`config.mk`:
```
export PLATFORM = sky130hd
export DESIGN_NAME = ami_w
export DESIGN_NICKNAME = d
export VERILOG_FILES = /design/src/rtl/ami_w.sv
export SDC_FILE = /design/constraint.sdc
export NUM_CORES = 1
export LEC_CHECK = 0
export BUFFER_PORTS_ARGS = -buffer_cell sky130_fd_sc_hd__clkbuf_2
export CORE_AREA = 2 2 176 178
export DETAILED_ROUTE_END_ITERATION = 16
export DIE_AREA = 0 0 178 180
export PLACE_DENSITY = 0.62
export SLEW_MARGIN = 30
export SYNTH_ARGS = -nofsm -noshare
export SYNTH_HDL_FRONTEND = slang
export SYNTH_SLANG_ARGS = --single-unit
export TNS_END_PERCENT = 100
```
`constraint.sdc`:
```
create_clock -name clk -period 6.4 [get_ports clk]
set_input_delay 1.28 -clock clk [delete_from_list [all_inputs] [get_ports clk]]
set_output_delay 1.28 -clock clk [all_outputs]
set_load 0.02 [all_outputs]
```
`src/rtl/ami_w.sv`:
```
// -----------------------------------------------------------------------------
// ami_w : AXI4 master write engine
//
// Takes write commands and a beat stream from user logic and drives them onto
// an AXI4 master write port (AW / W / B channels). Every command is screened
// before it reaches the bus. An illegal command is consumed and reported with a
// one-cycle usr_wcmd_err pulse, and nothing is issued for it. Legal commands are
// registered into the AW stage. Their burst lengths are queued so that the W
// engine can frame the user's beat stream independently of the AW handshake.
// The number of outstanding bursts (AW accepted, B not yet seen) is bounded by
// AMI_OD.
//
// Ports
//   clk, rst_n                      clock, asynchronous active-low reset
//   usr_wcmd_valid / usr_wcmd_ready command handshake
//   usr_wcmd_id/addr/len/size/burst command fields
//   usr_wcmd_err                    one-cycle pulse: last accepted command was illegal
//   usr_wdata, usr_wstrb            beat payload
//   usr_wvalid / usr_wready         beat handshake
//   usr_bid, usr_bresp              write response
//   usr_bvalid / usr_bready         response handshake
//   AW*, W*, B*                     AXI4 master write channels
// -----------------------------------------------------------------------------
module ami_w #(
  parameter int AXI_DW     = 128,
  parameter int AXI_AW     = 40,
  parameter int AXI_IW     = 8,
  parameter int AXI_LW     = 8,
  parameter int AXI_SW     = 3,
  parameter int AXI_BURSTW = 2,
  parameter int AXI_BRESPW = 2,
  parameter int AMI_OD     = 4
) (
  input  logic                    clk,
  input  logic                    rst_n,

  // user command
  input  logic                    usr_wcmd_valid,
  output logic                    usr_wcmd_ready,
  input  logic [AXI_IW-1:0]       usr_wcmd_id,
  input  logic [AXI_AW-1:0]       usr_wcmd_addr,
  input  logic [AXI_LW-1:0]       usr_wcmd_len,
  input  logic [AXI_SW-1:0]       usr_wcmd_size,
  input  logic [AXI_BURSTW-1:0]   usr_wcmd_burst,
  output logic                    usr_wcmd_err,

  // user beat data
  input  logic [AXI_DW-1:0]       usr_wdata,
  input  logic [AXI_DW/8-1:0]     usr_wstrb,
  input  logic                    usr_wvalid,
  output logic                    usr_wready,

  // user response
  output logic [AXI_IW-1:0]       usr_bid,
  output logic [AXI_BRESPW-1:0]   usr_bresp,
  output logic                    usr_bvalid,
  input  logic                    usr_bready,

  // AXI4 write address channel
  output logic [AXI_IW-1:0]       AWID,
  output logic [AXI_AW-1:0]       AWADDR,
  output logic [AXI_LW-1:0]       AWLEN,
  output logic [AXI_SW-1:0]       AWSIZE,
  output logic [AXI_BURSTW-1:0]   AWBURST,
  output logic                    AWVALID,
  input  logic                    AWREADY,

  // AXI4 write data channel
  output logic [AXI_DW-1:0]       WDATA,
  output logic [AXI_DW/8-1:0]     WSTRB,
  output logic                    WLAST,
  output logic                    WVALID,
  input  logic                    WREADY,

  // AXI4 write response channel
  input  logic [AXI_IW-1:0]       BID,
  input  logic [AXI_BRESPW-1:0]   BRESP,
  input  logic                    BVALID,
  output logic                    BREADY
);

  // ---------------------------------------------------------------------------
  // Local constants
  // ---------------------------------------------------------------------------
  localparam int OCW = $clog2(AMI_OD + 1);  // outstanding / queue-count width
  localparam int QPW = $clog2(AMI_OD);      // queue pointer width

  localparam logic [AXI_SW-1:0]     MAX_SIZE    = AXI_SW'($clog2(AXI_DW / 8));
  localparam logic [AXI_BURSTW-1:0] BURST_FIXED = AXI_BURSTW'(0);
  localparam logic [AXI_BURSTW-1:0] BURST_WRAP  = AXI_BURSTW'(2);
  localparam logic [AXI_BURSTW-1:0] BURST_RSVD  = AXI_BURSTW'(3);
  localparam logic [OCW-1:0]        OD_LIMIT    = OCW'(AMI_OD);

  typedef enum logic {
    W_IDLE,
    W_DATA
  } w_state_t;

  // ---------------------------------------------------------------------------
  // Command screening (purely combinational on the command inputs)
  // ---------------------------------------------------------------------------
  logic [AXI_AW-1:0] w_size_mask;
  logic [AXI_AW-1:0] w_aligned;
  logic [AXI_AW-1:0] w_span;
  logic [AXI_AW-1:0] w_end;
  logic              w_cross_4k;
  logic              w_wrap_len_ok;
  logic              w_cmd_err;

  assign w_size_mask = (AXI_AW'(1) << usr_wcmd_size) - AXI_AW'(1);
  assign w_aligned   = usr_wcmd_addr & ~w_size_mask;
  assign w_span      = (AXI_AW'(usr_wcmd_len) + AXI_AW'(1)) << usr_wcmd_size;
  assign w_end       = w_aligned + w_span - AXI_AW'(1);
  // An INCR burst is legal only if its last byte sits on the same 4 KB page
  // as the start address; comparing page numbers covers wrap past the top too.
  assign w_cross_4k  = (w_end >> 12) != (usr_wcmd_addr >> 12);

  assign w_wrap_len_ok = (usr_wcmd_len == AXI_LW'(1)) || (usr_wcmd_len == AXI_LW'(3)) ||
                         (usr_wcmd_len == AXI_LW'(7)) || (usr_wcmd_len == AXI_LW'(15));

  always_comb begin
    // NOTE: every output of an always_comb gets a default first so that no
    // path through the block can leave it unassigned and infer a latch.
    w_cmd_err = 1'b0;
    if (usr_wcmd_size > MAX_SIZE) begin
      w_cmd_err = 1'b1;
    end else begin
      case (usr_wcmd_burst)
        BURST_FIXED: w_cmd_err = usr_wcmd_len > AXI_LW'(15);
        BURST_WRAP:  w_cmd_err = !w_wrap_len_ok || ((usr_wcmd_addr & w_size_mask) != '0);
        BURST_RSVD:  w_cmd_err = 1'b1;
        default:     w_cmd_err = w_cross_4k;   // INCR
      endcase
    end
  end

  // ---------------------------------------------------------------------------
  // Handshake qualifiers
  // ---------------------------------------------------------------------------
  logic [OCW-1:0] r_outstanding;
  logic [OCW-1:0] r_q_cnt;
  logic           r_awvalid;
  w_state_t       r_wstate;

  logic w_accept;
  logic w_accept_ok;
  logic w_b_hs;
  logic w_pop;
  logic w_w_hs;
  logic w_wlast;

  // One command may sit in the AW stage at a time; the next one is taken in
  // the cycle after AWVALID drops.
  assign usr_wcmd_ready = !r_awvalid && (r_outstanding < OD_LIMIT) && (r_q_cnt != OD_LIMIT);
  assign w_accept       = usr_wcmd_valid && usr_wcmd_ready;
  assign w_accept_ok    = w_accept && !w_cmd_err;
  assign w_b_hs         = BVALID && usr_bready;
  assign w_pop          = (r_wstate == W_IDLE) && (r_q_cnt != '0);

  // ---------------------------------------------------------------------------
  // AW stage: fields captured on acceptance, held until AWREADY
  // ---------------------------------------------------------------------------
  logic [AXI_IW-1:0]     r_awid;
  logic [AXI_AW-1:0]     r_awaddr;
  logic [AXI_LW-1:0]     r_awlen;
  logic [AXI_SW-1:0]     r_awsize;
  logic [AXI_BURSTW-1:0] r_awburst;
  logic                  r_cmd_err;

  // NOTE: state registers use non-blocking assignment so every flop samples
  // the pre-edge value of every other flop, independent of block order.
  always_ff @(posedge clk or negedge rst_n) begin
    if (!rst_n) begin
      r_awvalid <= 1'b0;
      r_awid    <= '0;
      r_awaddr  <= '0;
      r_awlen   <= '0;
      r_awsize  <= '0;
      r_awburst <= '0;
      r_cmd_err <= 1'b0;
    end else begin
      r_cmd_err <= w_accept && w_cmd_err;
      if (w_accept_ok) begin
        r_awvalid <= 1'b1;
        r_awid    <= usr_wcmd_id;
        r_awaddr  <= usr_wcmd_addr;
        r_awlen   <= usr_wcmd_len;
        r_awsize  <= usr_wcmd_size;
        r_awburst <= usr_wcmd_burst;
      end else if (r_awvalid && AWREADY) begin
        r_awvalid <= 1'b0;
      end
    end
  end

  assign AWVALID      = r_awvalid;
  assign AWID         = r_awid;
  assign AWADDR       = r_awaddr;
  assign AWLEN        = r_awlen;
  assign AWSIZE       = r_awsize;
  assign AWBURST      = r_awburst;
  assign usr_wcmd_err = r_cmd_err;

  // ---------------------------------------------------------------------------
  // Length queue: burst lengths waiting for the W engine
  // ---------------------------------------------------------------------------
  logic [AXI_LW-1:0] r_q_mem [AMI_OD];
  logic [QPW-1:0]    r_q_wr;
  logic [QPW-1:0]    r_q_rd;

  // NOTE: the storage array carries no reset; r_q_cnt alone decides which
  // entries are valid, so clearing the contents would buy nothing.
  always_ff @(posedge clk) begin
    if (w_accept_ok) begin
      r_q_mem[r_q_wr] <= usr_wcmd_len;
    end
  end

  always_ff @(posedge clk or negedge rst_n) begin
    if (!rst_n) begin
      r_q_wr  <= '0;
      r_q_rd  <= '0;
      r_q_cnt <= '0;
    end else begin
      if (w_accept_ok) r_q_wr <= r_q_wr + QPW'(1);
      if (w_pop)       r_q_rd <= r_q_rd + QPW'(1);
      case ({w_accept_ok, w_pop})
        2'b10:   r_q_cnt <= r_q_cnt + OCW'(1);
        2'b01:   r_q_cnt <= r_q_cnt - OCW'(1);
        default: r_q_cnt <= r_q_cnt;
      endcase
    end
  end

  // ---------------------------------------------------------------------------
  // W engine: frames the user beat stream into bursts of the queued lengths
  // ---------------------------------------------------------------------------
  logic [AXI_LW-1:0] r_wlen;
  logic [AXI_LW-1:0] r_wbeat;

  assign w_wlast = (r_wstate == W_DATA) && (r_wbeat == r_wlen);
  assign w_w_hs  = (r_wstate == W_DATA) && usr_wvalid && WREADY;

  always_ff @(posedge clk or negedge rst_n) begin
    if (!rst_n) begin
      r_wstate <= W_IDLE;
      r_wlen   <= '0;
      r_wbeat  <= '0;
    end else begin
      case (r_wstate)
        W_IDLE: begin
          if (w_pop) begin
            r_wlen   <= r_q_mem[r_q_rd];
            r_wbeat  <= '0;
            r_wstate <= W_DATA;
          end
        end
        W_DATA: begin
          if (w_w_hs) begin
            if (w_wlast) r_wstate <= W_IDLE;
            else         r_wbeat  <= r_wbeat + AXI_LW'(1);
          end
        end
        default: r_wstate <= W_IDLE;
      endcase
    end
  end

  assign WVALID     = (r_wstate == W_DATA) && usr_wvalid;
  assign usr_wready = (r_wstate == W_DATA) && WREADY;
  assign WLAST      = w_wlast;
  assign WDATA      = usr_wdata;
  assign WSTRB      = usr_wstrb;

  // ---------------------------------------------------------------------------
  // B path and outstanding-burst accounting
  // ---------------------------------------------------------------------------
  assign usr_bvalid = BVALID;
  assign usr_bid    = BID;
  assign usr_bresp  = BRESP;
  assign BREADY     = usr_bready;

  always_ff @(posedge clk or negedge rst_n) begin
    if (!rst_n) begin
      r_outstanding <= '0;
    end else begin
      // A response with nothing outstanding is a slave protocol violation;
      // it is absorbed so the counter cannot wrap.
      case ({w_accept_ok, w_b_hs && (r_outstanding != '0)})
        2'b10:   r_outstanding <= r_outstanding + OCW'(1);
        2'b01:   r_outstanding <= r_outstanding - OCW'(1);
        default: r_outstanding <= r_outstanding;
      endcase
    end
  end

endmodule

```
# --- Yosys cells after proc, flatten, opt, wreduce, memory -nomap -nowiden ---
# Memory sizes are Yosys's and may differ from the RTL's. A register that Yosys moved wholly into a read port is not among the register bits.
# Cells that the tools add are included.
word_totals:
  reg_bits: 82
  word_cells: 96
  out_inout_bits: 223
  input_bits: 223
  memories: 1
  ram_bits: 32
memory_table:
  columns: ["name", "depth", "word_bits", "rd", "rd_ports_with_merged_regs", "wr", "line", "rtl"]
  rows:
  - ["r_q_mem", 4, 8, 1, 1, 1, "207", "logic [AXI_LW-1:0] r_q_mem [AMI_OD];"]
classes:
  n_reduce_logical: 30
  n_lt_le_gt_ge: 3
  shift: 2
  n_eq_ne: 16
  n_bitwise: 4
  n_mux: 16
  n_addsub: 11
op_table:
  columns: ["cell", "n"]
  rows:
  - ["40-bit AND", 2]
  - ["40-bit adder", 1]
  - ["40-bit inverter", 1]
  - ["40-bit nonzero test", 1]
  - ["1-bit by 3-bit << shifter with 40-bit output, first input constant", 1]
  - ["9-bit by 3-bit << shifter with 40-bit output", 1]
  - ["40-bit by 1-bit subtractor with 40-bit output, second input constant", 1]
  - ["40-bit by 2-bit subtractor with 40-bit output, second input constant", 1]
  - ["28-bit inequality test", 1]
  - ["8-bit two-way mux", 3]
  - ["8-bit one-hot mux with 2 select lines", 1]
  - ["1-bit logical AND", 13]
  - ["3-bit one-hot mux with 2 select lines", 2]
  - ["8-bit by 1-bit adder with 9-bit output, second input constant", 1]
  - ["8-bit by 1-bit adder with 8-bit output, second input constant", 1]
  - ["2-bit equality test, second input constant", 4]
  - ["8-bit by 1-bit equality test with 1-bit output, second input constant", 1]
  - ["8-bit by 2-bit equality test with 1-bit output, second input constant", 1]
  - ["8-bit by 3-bit equality test with 1-bit output, second input constant", 1]
  - ["8-bit by 4-bit equality test with 1-bit output, second input constant", 1]
  - ["8-bit equality test", 1]
  - ["8-bit by 4-bit greater-than comparator with 1-bit output, second input constant", 1]
  - ["1-bit two-way mux", 8]
  - ["3-bit by 1-bit adder with 3-bit output, second input constant", 2]
  - ["18 further kinds", 31]

# --- Logic depth before layout (Yosys ltp) ---
logic_depth:
  ltp_word: 13
  ltp_mapped: 29
  mapped_depth_nobuf: 27

# --- Worst setup path after synthesis ---
# OpenSTA, ideal clock, no wires.
synth_timing:
  path_kind: "input to register"
  from: "input port usr_wcmd_size[0]"
  to: "register r_q_cnt[1]"
  cell_stages: 26
  setup_ps: 83
  required_time_ps: 6317
  arrival_ps: 6530
  n_path_buf: 4
  path_slack_ps: -213
  cell_sequence: "clkbuf_1 clkbuf_1 nand2_1 ha_1 clkbuf_1 nor2_1 mux2i_1 o211ai_1 ha_1 inv_1 ha_1 a211oi_1 o31ai_4 a211oi_1 o21ai_1 o21ai_1 mux2_1 a2111oi_2 nand4_1 a21oi_4 buf_4 inv_2 ha_1 inv_1 fa_1 o21ai_0"
synth_between:
  elab_chain_len: 13
  word_cells_on_any_way: 20
  cone_classes: "3 x add/sub; 1 x order compare; 3 x eq/ne; 2 x shift; 3 x mux; 3 x bitwise; 5 x reduce/logical"
synth_lines:
  columns: ["element", "line", "rtl"]
  rows:
  - ["start, declared", "43", "input logic [AXI_SW-1:0] usr_wcmd_size,"]
  - ["1-bit by 3-bit << shifter with 40-bit output", "110", "assign w_size_mask = (AXI_AW'(1) << usr_wcmd_size) - AXI_AW'(1);"]
  - ["40-bit by 2-bit subtractor with 40-bit output", "110", null]
  - ["40-bit inverter", "111", "assign w_aligned = usr_wcmd_addr & ~w_size_mask;"]
  - ["40-bit AND", "111", null]
  - ["40-bit adder", "113", "assign w_end = w_aligned + w_span - AXI_AW'(1);"]
  - ["40-bit by 1-bit subtractor with 40-bit output", "113", null]
  - ["28-bit inequality test", "116", "assign w_cross_4k = (w_end >> 12) != (usr_wcmd_addr >> 12);"]
  - ["1-bit one-hot mux with 3 select lines", "128", "case (usr_wcmd_burst)"]
  - ["1-bit two-way mux *", "125", "if (usr_wcmd_size > MAX_SIZE) begin"]
  - ["1-bit logical NOT *", "156", "assign w_accept_ok = w_accept && !w_cmd_err;"]
  - ["1-bit logical AND *", "156", null]
  - ["2-bit by 1-bit equality test with 1-bit output / 2-bit equality test (equally long branches)", "227", "case ({w_accept_ok, w_pop})"]
  - ["3-bit one-hot mux with 2 select lines / 2-bit nonzero test (equally long branches)", null, null]
  - ["end signal, assigned", "228", "2'b10: r_q_cnt <= r_q_cnt + OCW'(1);"]
  - ["end signal, assigned", "229", "2'b01: r_q_cnt <= r_q_cnt - OCW'(1);"]
  - ["end signal, assigned", "230", "default: r_q_cnt <= r_q_cnt;"]
  - ["end, declared", "141", "logic [OCW-1:0] r_q_cnt;"]
# Every way passes the cells marked *; elsewhere a longest branch is shown, timed or not.
# A chain may end at the register's enable or synchronous reset.

# --- Worst setup path after layout ---
layout_timing:
  from: "input port usr_wcmd_len[0]"
  to: "register r_q_cnt[2]"
layout_between:
  elab_chain_len: 12
  word_cells_on_any_way: 23
  cone_classes: "3 x add/sub; 1 x order compare; 7 x eq/ne; 1 x shift; 3 x mux; 8 x reduce/logical"
layout_lines:
  columns: ["element", "line", "rtl"]
  rows:
  - ["start, declared", "42", "input logic [AXI_LW-1:0] usr_wcmd_len,"]
  - ["branches (longest 6 deep; another with 40-bit adder)", null, null]
  - ["1-bit one-hot mux with 3 select lines *", "128", null]
  - ["1-bit two-way mux *", "125", null]
  - ["1-bit logical NOT *", "156", null]
  - ["1-bit logical AND *", "156", null]
  - ["2-bit by 1-bit equality test with 1-bit output / 2-bit equality test (equally long branches)", "227", null]
  - ["3-bit one-hot mux with 2 select lines / 2-bit nonzero test (equally long branches)", null, null]
# Every way passes the cells marked *.

==> results list <==
- The flow ran to the end, and the final reports show no timing, DRC or antenna violations.
* Number of nets in the final layout: between 1.5k and 2k
* Achievable clock frequency: around 160 MHz
- The number of antenna diodes in the final layout is 0.
- Setup slack on the worst reg-to-reg path comes out at between 3 and 4 ns.
* Portion of the clock cycle consumed by the worst path in the final layout: between 90% and 100%
- STA puts the critical path data required time at 6.71 ns.
- The worst register-to-register path ends at r_q_cnt[2].
- Via count of the first global-routing pass: 8988
- Multi-input combinational cell area: 0.00583 sq mm
* Sequential-to-total area share from yosys stat: 30.4%
- The initial utilization of the core area, before any placement, comes to a little over a third.
* Met3 routing resource usage after global routing: 5.99%
- Met2 capacity usage during global routing: 34.6%
- Routed len/inst: 20.5 um
* Combined flip-flop and latch cell area: between 0.003 and 0.004 sq mm
- Residual DRC count: 0
- In the global route stage, overall resource usage came out at a little over a fifth.
- For this run the aggregate overflow at the end of global routing stands at 0.
* Clock buffers created by TritonCTS: 17
- The most critical setup path has its endpoint at r_q_cnt[2].
- Cell occurring most often along the worst timing path: buf_4
- Floorplan die height: roughly 180 um
* Data arrival time of the critical path: roughly 6.5 ns
- For this design the static power due to leakage is 5.43 nW.
* Largest net degree at the start of global routing: 60
* Ratio of cells with drive above 1 in the final layout: 29.7%
- Classification of the worst setup path: in2reg
- Core occupancy in the finished layout: 40.5%
- In this run the critical register-to-register path is launched from r_q_cnt[0].
* Worst slew slack as a fraction of its limit: 43.5%
- In this run the deepest clock path goes through 2 buffers.
- The count of buffers added on input and output ports is 137.
- The largest single stage delay on the critical path is between 0.3 and 0.4 ns.
* Type of the most critical hold path: reg2reg
* Total die area: between 0.03 and 0.04 sq mm
- After clock tree synthesis, the clock-pin slew on the worst setup and hold paths is about 0.06 ns.
- Yosys warnings: 0
* Number of buffers inserted for hold repair after clock tree synthesis: 0
* Total negative setup slack: 0 ns
- Worst-Skew Late Latency: around 0.44 ns
* Gate Count Post-Synth: 1183
* Number of pins exceeding their max-slew limit in the final report: 0
- Time the worst path needs with I/O delays and setup: just over 6 ns
- Post-synth ARST share: around three quarters
- Number of synthesized register bits: about 120
* Std-Cell Rows: 64
- Top-level port count: 446
- Number of unique standard cell types used by synthesis: 82
* Most common cell after layout, fill and taps aside: buf_4
- Number of H-tree branching levels: 4
- IR analysis of the VDD net gives a maximum drop of ~0.00017 V.
- Die width: roughly 180 um
- The number of endpoints with negative hold slack in the final report was 0.
* Least-Margin Pin Slew: 0.838 ns
- The first detailed-routing pass ran for 5 iterations.
* Filler Cells Inserted: about 3.0k
- Measured in cells, the most critical reg-to-reg path has a length of 12.
* # setup viols final: 0
* Endpoint kind of the worst setup timing path: register
* Maximum net fanout on the critical path: 6
- Highest-count cells in the layout ignoring fill and taps: 147 x buf_4, 135 x clkbuf_2, 96 x nand2_1, 90 x dfrtp_1, 75 x inv_1
- Dominant register cell in the synthesized netlist: dfrtp_1
- Type of element launching the critical path: input pin
- Routed Antenna Nets: 0
- Detailed placer's ending HPWL: about 28000 um
- Mean instance size in the synthesized netlist: 8.92 sq um
- The clock drives about 120 sinks.
- Root buffer cell: clkbuf_16
* Final Wtd Congestion: ~0.96
- Antenna violations before repair: 0
- Met1 Resource Use GR: around a quarter
- Clock skew after layout: approximately 0.012 ns
- Counting every net in the synthesized netlist gives about 1.5k.
* Area of the mapped netlist: approximately 0.011 sq mm
- Counting flops with a built-in enable in the synthesized netlist gives 32.
- Wires add up to 34700 um.
- The most critical setup path has its startpoint at usr_wcmd_len[0].
* 1st-iter DRT viols: 815
- TritonCTS clock tree: built
- Using the TritonRoute via totals, the vias-per-cell ratio works out to roughly 5.4.
- The layer flagged by global routing as most heavily used is met2.
- The area growth from synthesis to layout is 15.9%.
- Critical-path top delay cell: o31a_1
* Vias: slightly above 9k
- Core footprint: ~0.03 sq mm
* # Max-Cap Violations: 0
- The first global-routing pass estimated around 52000 um of wire.
* Cell area power density: approximately 320 mW/mm^2
-- how the worst min path moves through the flow --
stage                 endpoint  startpoint  slack [ns]  cells past startpoint
floorplan           r_q_cnt[2]  r_q_cnt[2]        0.46                      1
global placement     AWADDR[8]   AWADDR[8]        0.47                      1
detailed placement  AWADDR[13]  AWADDR[13]        0.47                      1
CTS                 AWADDR[21]  AWADDR[21]        0.49                      1
global route         AWADDR[9]   AWADDR[9]        0.50                      1
finish                 AWID[5]     AWID[5]        0.48                      1
-- routing by layer --
metal | share of wire, % | wire (um)
met5 | 0.14 | 48
met4 | 4.5 | 1560
met3 | 7.8 | 2690
met1 | 41 | 14100
met2 | 47 | 16200
-- synth_stat cells, types with 4 or more instances --
cell	count	share of area [%]
o21a_1	11	0.78
o211ai_1	25	1.8
a211oi_1	5	0.36
o22ai_1	7	0.41
o21ai_1	14	0.66
nand2_1	97	3.5
mux4_2	8	1.7
edfxtp_1	32	9.1
nand2b_1	9	0.53
nor3b_1	5	0.36
mux2_2	11	1.2
and3_1	12	0.71
or3_1	5	0.30
inv_1	75	2.7
buf_4	157	11
nor3_1	18	0.85
ha_1	63	7.5
nand3_1	33	1.6
a32oi_1	4	0.33
a2111oi_0	4	0.33
a21o_1	10	0.71
nor2_1	57	2.0
buf_6	5	0.53
dfrtp_1	90	21
clkbuf_1	32	1.1
and4_1	8	0.66
mux2_1	58	6.2
nor4_1	11	0.65
xor2_1	27	2.2
nand4_1	25	1.5
and2_1	10	0.59
xnor2_1	27	2.2
a31oi_1	6	0.36
mux2i_1	11	1.0
o21ai_0	47	2.2
nor2b_1	10	0.59
o31ai_1	4	0.28
buf_2	9	0.43
a21oi_1	74	3.5
a22oi_1	5	0.36
-- cells by family after synthesis --
| group | Yosys count | synth area share (%) |
|---|---|---|
| adders and majority gates | 65 | 7.85 |
| buffers and inverters | 282 | 16.1 |
| AOI/OAI and AO/OA | 258 | 16.1 |
| and+or+nand+nor | 314 | 14.9 |
| muxes | 88 | 10.1 |
| DFF | 122 | 30.4 |
| xor gates and xnor gates | 54 | 4.48 |
-- power by group --
group / switching, mW / internal (mW)
sequential: 0.182 / 1.05
clock: 0.415 / 0.598
combinational: 0.950 / 0.712
total: 1.55 / 2.36
-- repair_timing --
action	in CTS	in global routing
gates resized for setup	5	47
endpoints found under the setup margin	39	95
buffers inserted	2	4
pin swaps	2	11
-- metrics by stage --
step	std cells	power (mW)	hold WS (ns)	setup slack [ns]	instance area, sq um
2_1_floorplan	1183	2.35	0.464	0.00549	10600
3_3_place_gp	1650	2.85	0.467	-0.417	11400
3_5_place_dp	1650	2.87	0.474	-0.579	11400
4_1_cts	1684	3.91	0.487	0.0112	12000
5_1_grt	1688	4.16	0.497	-0.00805	12200
6_report	1688	3.91	0.482	0.256	12200
-- area by class of cell --
cell class,count,share of cell area (%)
Multi-Input combinational cell,779,47.7
Sequential cell,122,26.3
Timing Repair Buffer,283,14.6
Tap cell,396,4.05
Clock buffer,19,3.89
Inverter,76,2.33
Clock inverter,13,1.17
-- critical path: cells and delay by family --
kind	cells	cell delay, ns
XOR/XNOR	2	0.31
buffers and inverters	9	1.12
adder cells (fa/ha/maj)	4	0.90
AND/OR/NAND/NOR	7	1.34
multiplexers	1	0.27
AO/OA/AOI/OAI	7	1.24
-- flip-flops by register name, summed over array words and instances (netlist names) --
register       cells
AWADDR            40
r_q_mem           32
AWID               8
AWLEN              8
r_wbeat            8
r_wlen             8
AWSIZE             3
r_outstanding      3
r_q_cnt            3
AWBURST            2
r_q_rd             2
r_q_wr             2
AWVALID            1
r_wstate           1
usr_wcmd_err       1
(Power assumes the default switching activity.)
